==> src/rtl/fxp_div_arb.sv <==
// fxp_div_arb: round-robin front end that shares one external fixed-latency divider between
// NREQ requesters. One operand pair is accepted per cycle and registered onto the div_* bus.
// A tag pipe {valid, id, dz} runs alongside the divider so each quotient comes back labelled
// with its requester.
//
// Ports:
//   clk, rst             clock, asynchronous active-high reset
//   en                   arbitration enable; in-flight operations still complete when low
//   flush                synchronous drop of every in-flight tag
//   req_valid/req_ready  per-requester handshake; req_ready is a one-hot grant
//   req_dividend/divisor flat operand buses, requester i in slice i
//   div_dividend/divisor registered operands to the divider
//   div_out/div_overflow divider result, LAT cycles after its operands change
//   rsp_*                one-cycle tagged result strobe, no back-pressure
//   inflight             accepted but not yet returned operations
module fxp_div_arb #(
  parameter int unsigned NREQ = 4,
  parameter int unsigned WIIA = 8,
  parameter int unsigned WIFA = 8,
  parameter int unsigned WIIB = 8,
  parameter int unsigned WIFB = 8,
  parameter int unsigned WOI  = 8,
  parameter int unsigned WOF  = 8,
  parameter int unsigned LAT  = 18
) (
  input  logic                            clk,
  input  logic                            rst,
  input  logic                            en,
  input  logic                            flush,
  input  logic [NREQ-1:0]                 req_valid,
  output logic [NREQ-1:0]                 req_ready,
  input  logic [NREQ*(WIIA+WIFA)-1:0]     req_dividend,
  input  logic [NREQ*(WIIB+WIFB)-1:0]     req_divisor,
  output logic [WIIA+WIFA-1:0]            div_dividend,
  output logic [WIIB+WIFB-1:0]            div_divisor,
  input  logic [WOI+WOF-1:0]              div_out,
  input  logic                            div_overflow,
  output logic                            rsp_valid,
  output logic [$clog2(NREQ)-1:0]         rsp_id,
  output logic [WOI+WOF-1:0]              rsp_quot,
  output logic                            rsp_ovf,
  output logic                            rsp_dz,
  output logic [$clog2(LAT+2):0]          inflight
);

  localparam int unsigned WA  = WIIA + WIFA;
  localparam int unsigned WB  = WIIB + WIFB;
  localparam int unsigned IDW = $clog2(NREQ);
  localparam int unsigned CW  = $clog2(LAT + 2) + 1;

  logic [IDW-1:0] ptr_q;
  logic           gnt_any;
  logic [IDW-1:0] gnt_idx;
  logic           gnt_dz;
  int unsigned    idx;

  logic [WA-1:0]  dvd [NREQ];
  logic [WB-1:0]  dvs [NREQ];

  // Tag pipe: stage 0 loads at the acceptance edge, stage LAT lines up with div_out.
  logic [LAT:0]   tv_q;
  logic [LAT:0]   tdz_q;
  logic [IDW-1:0] tid_q [LAT+1];

  for (genvar g = 0; g < NREQ; g++) begin : g_split
    assign dvd[g] = req_dividend[g*WA +: WA];
    assign dvs[g] = req_divisor[g*WB +: WB];
  end

  // First valid requester scanning from ptr with wrap.
  always_comb begin
    gnt_any   = 1'b0;
    gnt_idx   = '0;
    idx       = 0;
    req_ready = '0;
    if (en && !flush) begin
      for (int unsigned k = 0; k < NREQ; k++) begin
        idx = (32'(ptr_q) + k) % NREQ;
        if (!gnt_any && req_valid[IDW'(idx)]) begin
          gnt_any = 1'b1;
          gnt_idx = IDW'(idx);
        end
      end
    end
    if (gnt_any) req_ready[gnt_idx] = 1'b1;
  end

  assign gnt_dz = (dvs[gnt_idx] == '0);

  always_ff @(posedge clk or posedge rst) begin
    if (rst) begin
      ptr_q        <= '0;
      div_dividend <= '0;
      div_divisor  <= '0;
      inflight     <= '0;
      tv_q         <= '0;
      tdz_q        <= '0;
      for (int unsigned k = 0; k <= LAT; k++) tid_q[k] <= '0;
    end else begin
      if (gnt_any) begin
        ptr_q        <= (gnt_idx == IDW'(NREQ - 1)) ? '0 : gnt_idx + 1'b1;
        div_dividend <= dvd[gnt_idx];
        div_divisor  <= dvs[gnt_idx];
      end
      tv_q     <= flush ? '0 : {tv_q[LAT-1:0], gnt_any};
      tdz_q    <= {tdz_q[LAT-1:0], gnt_dz};
      tid_q[0] <= gnt_idx;
      for (int unsigned k = 1; k <= LAT; k++) tid_q[k] <= tid_q[k-1];
      if (flush) begin
        inflight <= '0;
      end else if (gnt_any && !rsp_valid) begin
        inflight <= inflight + CW'(1);
      end else if (!gnt_any && rsp_valid) begin
        inflight <= inflight - CW'(1);
      end
    end
  end

  // Outputs are gated by the strobe so reset and flush silence them immediately.
  always_comb begin
    rsp_valid = tv_q[LAT] & ~flush;
    rsp_id    = rsp_valid ? tid_q[LAT] : '0;
    rsp_dz    = rsp_valid & tdz_q[LAT];
    rsp_ovf   = rsp_valid & (tdz_q[LAT] | div_overflow);
    rsp_quot  = '0;
    if (rsp_valid) rsp_quot = tdz_q[LAT] ? '1 : div_out;
  end

endmodule

==> config.mk <==
export PLATFORM = sky130hd
export DESIGN_NAME = fxp_div_arb
export DESIGN_NICKNAME = d
export VERILOG_FILES = /design/src/rtl/fxp_div_arb.sv
export SDC_FILE = /design/constraint.sdc
export NUM_CORES = 1
export LEC_CHECK = 0
export CORE_MARGIN = 2
export CORE_UTILIZATION = 46
export DETAILED_ROUTE_END_ITERATION = 12
export GPL_TIMING_DRIVEN = 0
export PLACE_DENSITY_LB_ADDON = 0.12
export SYNTH_ARGS = -nofsm -noshare
export SYNTH_HDL_FRONTEND = slang
export SYNTH_SLANG_ARGS = --single-unit
==> constraint.sdc <==
create_clock -name clk -period 7.2 [get_ports clk]
set_input_delay 1.08 -clock clk [delete_from_list [all_inputs] [get_ports clk]]
set_output_delay 1.08 -clock clk [all_outputs]
set_load 0.02 [all_outputs]
==> flow_summary.ini <==
[logic_synthesis]
ys_seq_area_share_pct = 56.12
synth_top_area_share_pct = 56.12
synth_top_area_cell = dfrtp_1
yosys.cell_types.count = 32
synth_area_leaders = dfrtp_1 (56%), mux2i_1 (13%), nand2_1 (5.0%), nor2_1 (4.6%), mux2_2 (3.5%)
syn_inst = 475
yosysWarnings = 0
synth_seq_cells = 116
syn-cell-area_um2 = 5172
synth.avg_cell_area_um2 = 10.89
synth_nets = 637

[sta]
finalSetupViolCount = 0
fin_skew_ns = 0.01008
fin_worst_hold_slack_ns = 0.3423
hold_viol_final = 0
rsz0062_at_grt = no
slew_headroom_pct = 52.54
worst_pin_slew_ns = 0.7118
min_period_over_period_pct = 74.74
finalWorstSetupSlack_ns = 1.819
slew_violations = 0
min_period_ns = 5.381
fin_tns_setup_ns = 0
max_freq_mhz = 185.8

[power]
clockPowerShare_pct = 41.3
p_sw_share_pct = 25.76
p_leak_nw = 3.680
pwr-share-comb_pct = 21.7
p_seq_share_pct = 37.0
vdd_drop_max_uv = 215.7
p_int_w = 0.001487
power.density_nw_per_um2 = 246.7
net-switching-power_w = 0.0005161

[hold_path]
hold_start = tid_q[33]
hold_depth = 0
hold_class = flip-flop to flip-flop
holdPathEnd = tid_q[31]

[global_routing]
grt_pass1_wl_mm = 21.24
antenna_found_initial = 0
grt_overflow_total = 0
gr-usage-all-layers_pct = 23.63
grt_pass1_vias = 4474
grt_max_degree = 60

[place]
hpwl_mm = 10.19
gp_congestion = 0.7679
place_ws_ns = 1.843
port_buffers = 215

[layout]
multiInputGateArea_um2 = 2077
layout.nets = 872
antenna_cells = 0
layout_commonest_cell = clkdlybuf4s50_1
final_cell_mix = clkdlybuf4s50_1 (215), dfrtp_1 (116), nand2_1 (69)
utilization_pct = 74.59
regArea_um2 = 2903
drive_above_1_share_pct = 8.587
area_growth_pct = 57.02
fillCellCount = 740

[drt]
drt-initial-drc-count = 204
vias_per_cell = 4.911
wl_per_cell_um = 15.80
num_vias = 4233
drtAntennaViolNets = 0
wl_mm = 13.62
first_pass_iters = 4
drc = 0

[clocking]
cts_buffers = 17
cts_hold_buf = 0
clk_pin_slew_ns = 0.05
cts_setup_buffers = 0
cts_root_buf = clkbuf_8
htree_num_levels = 4
clock_latency_ns = 0.51
clock-sinks = 116
clockBufferDepth = 2
cts_resized = 0
cts_tree = yes

[floorplan]
die_height_um = 110.0
ios = 216
coreArea_um2 = 10890
dieWidth_um = 110.0
initial_core_util_pct = 47.51
design.die.area_um2 = 12110
fp-row-count = 38

[critical_path]
worstPathRequired_ns = 6.12
crit_path_end_kind = primary output
r2r_cells = 9
critPathMaxFanout = 12
crit_path_start_kind = input port
r2r_setup_slack_ns = 4.66
arrival_ns = 4.30
r2r_start = ptr_q[1]
path_class = input port to primary output
worst_r2r_endpoint = ptr_q[1]

[status]
status = finished clean

[flow_run]
drv_cap = 0
[kinds of logic (layout without fill, tap and decap cells)]
family                   after synthesis  in the layout  share of synthesized area, %
buffers and inverters                 39            286                         3.725
multiplexers                          82             82                         16.26
XOR/XNOR                               5              5                        0.8468
adder cells (fa/ha/maj)                9              9                         2.322
flip-flops                           116            116                         56.12
AND/OR/NAND/NOR                      174            174                         15.17
AO/OA/AOI/OAI                         50             50                         5.564
[worst max-delay path by stage]
stage | slack [ns] | depth (start not counted) | end | from
5_1_grt | 1.63 | 11 | req_ready[1] | req_valid[0]
4_1_cts | 1.83 | 11 | req_ready[1] | req_valid[0]
2_1_floorplan | 3.05 | 1 | div_dividend[0] | rst
6_report | 1.82 | 11 | req_ready[1] | req_valid[0]
3_3_place_gp | 1.76 | 2 | div_dividend[12] | rst
3_5_place_dp | 1.84 | 11 | req_ready[1] | req_valid[0]
[worst max-delay path: stages]
cell	delay (ns)
clkdlybuf4s50_1	0.50
nand2b_1	0.21
a21oi_1	0.20
o21ai_1	0.13
a221oi_4	0.52
buf_2	0.35
buf_2	0.31
inv_1	0.10
ha_1	0.20
and2_1	0.13
clkdlybuf4s50_1	0.57
[registers in the layout, summed over array words and instances (netlist names)]
name,cells
inflight,6
tid_q,38
ptr_q,2
tv_q,19
tdz_q,19
div_dividend,16
div_divisor,16
[final cells by class]
class,count,share of cell area (%)
Multi-Input combinational cell,320,25.57
Inverter,12,0.5854
Tap cell,140,2.157
Timing Repair Buffer,216,26.84
Clock inverter,8,1.541
Clock buffer,23,5.746
Sequential cell,116,35.74
Buffer,27,1.818
[metal layers]
layer / GRT usage [%] / up-vias / wire length [um] / share of wire [%]
li1: - / 2035 / - / -
met1: 25.84 / 2038 / 5153 / 38
met2: 41.28 / 141 / 7139 / 52
met3: 9.230 / 19 / 1040 / 7.6
met4: 9.042 / 0 / 289 / 2.1
met5: 0 / - / 0 / 0
[metrics by stage]
stage	power [W]	cells	cell area, um^2
6_report	0.002003	862	8122
5_1_grt	0.002099	862	8122
4_1_cts	0.002023	862	8122
3_5_place_dp	0.001188	831	7530
3_3_place_gp	0.001173	830	7500
2_1_floorplan	0.0009678	475	5172
[Yosys cell counts (all sizes together)]
master,instances
fa,1
mux2i,66
buf,13
inv,12
o21ai,18
a21o,3
o32ai,1
nand2,69
xnor2,3
and4,1
mux2,16
dfrtp,116
nor3b,1
a21oi,25
nor2,63
nand3b,1
clkbuf,14
nor4,5
nand2b,7
o31ai,1
nor3,1
ha,8
xor2,2
a221oi,1
and2,8
o21bai,1
nor2b,18
[power groups by stage]
| stage | logic, W | clock network [W] | registers [W] |
|---|---|---|---|
| finish | 0.000435 | 0.000828 | 0.000741 |
| global route | 0.000474 | 0.000878 | 0.000747 |
| CTS | 0.000440 | 0.000842 | 0.000741 |
| detailed placement | 0.000438 | 0 | 0.000750 |
| global placement | 0.000426 | 0 | 0.000747 |
| floorplan | 0.000176 | 0 | 0.000792 |
(Power assumes the default switching activity.)
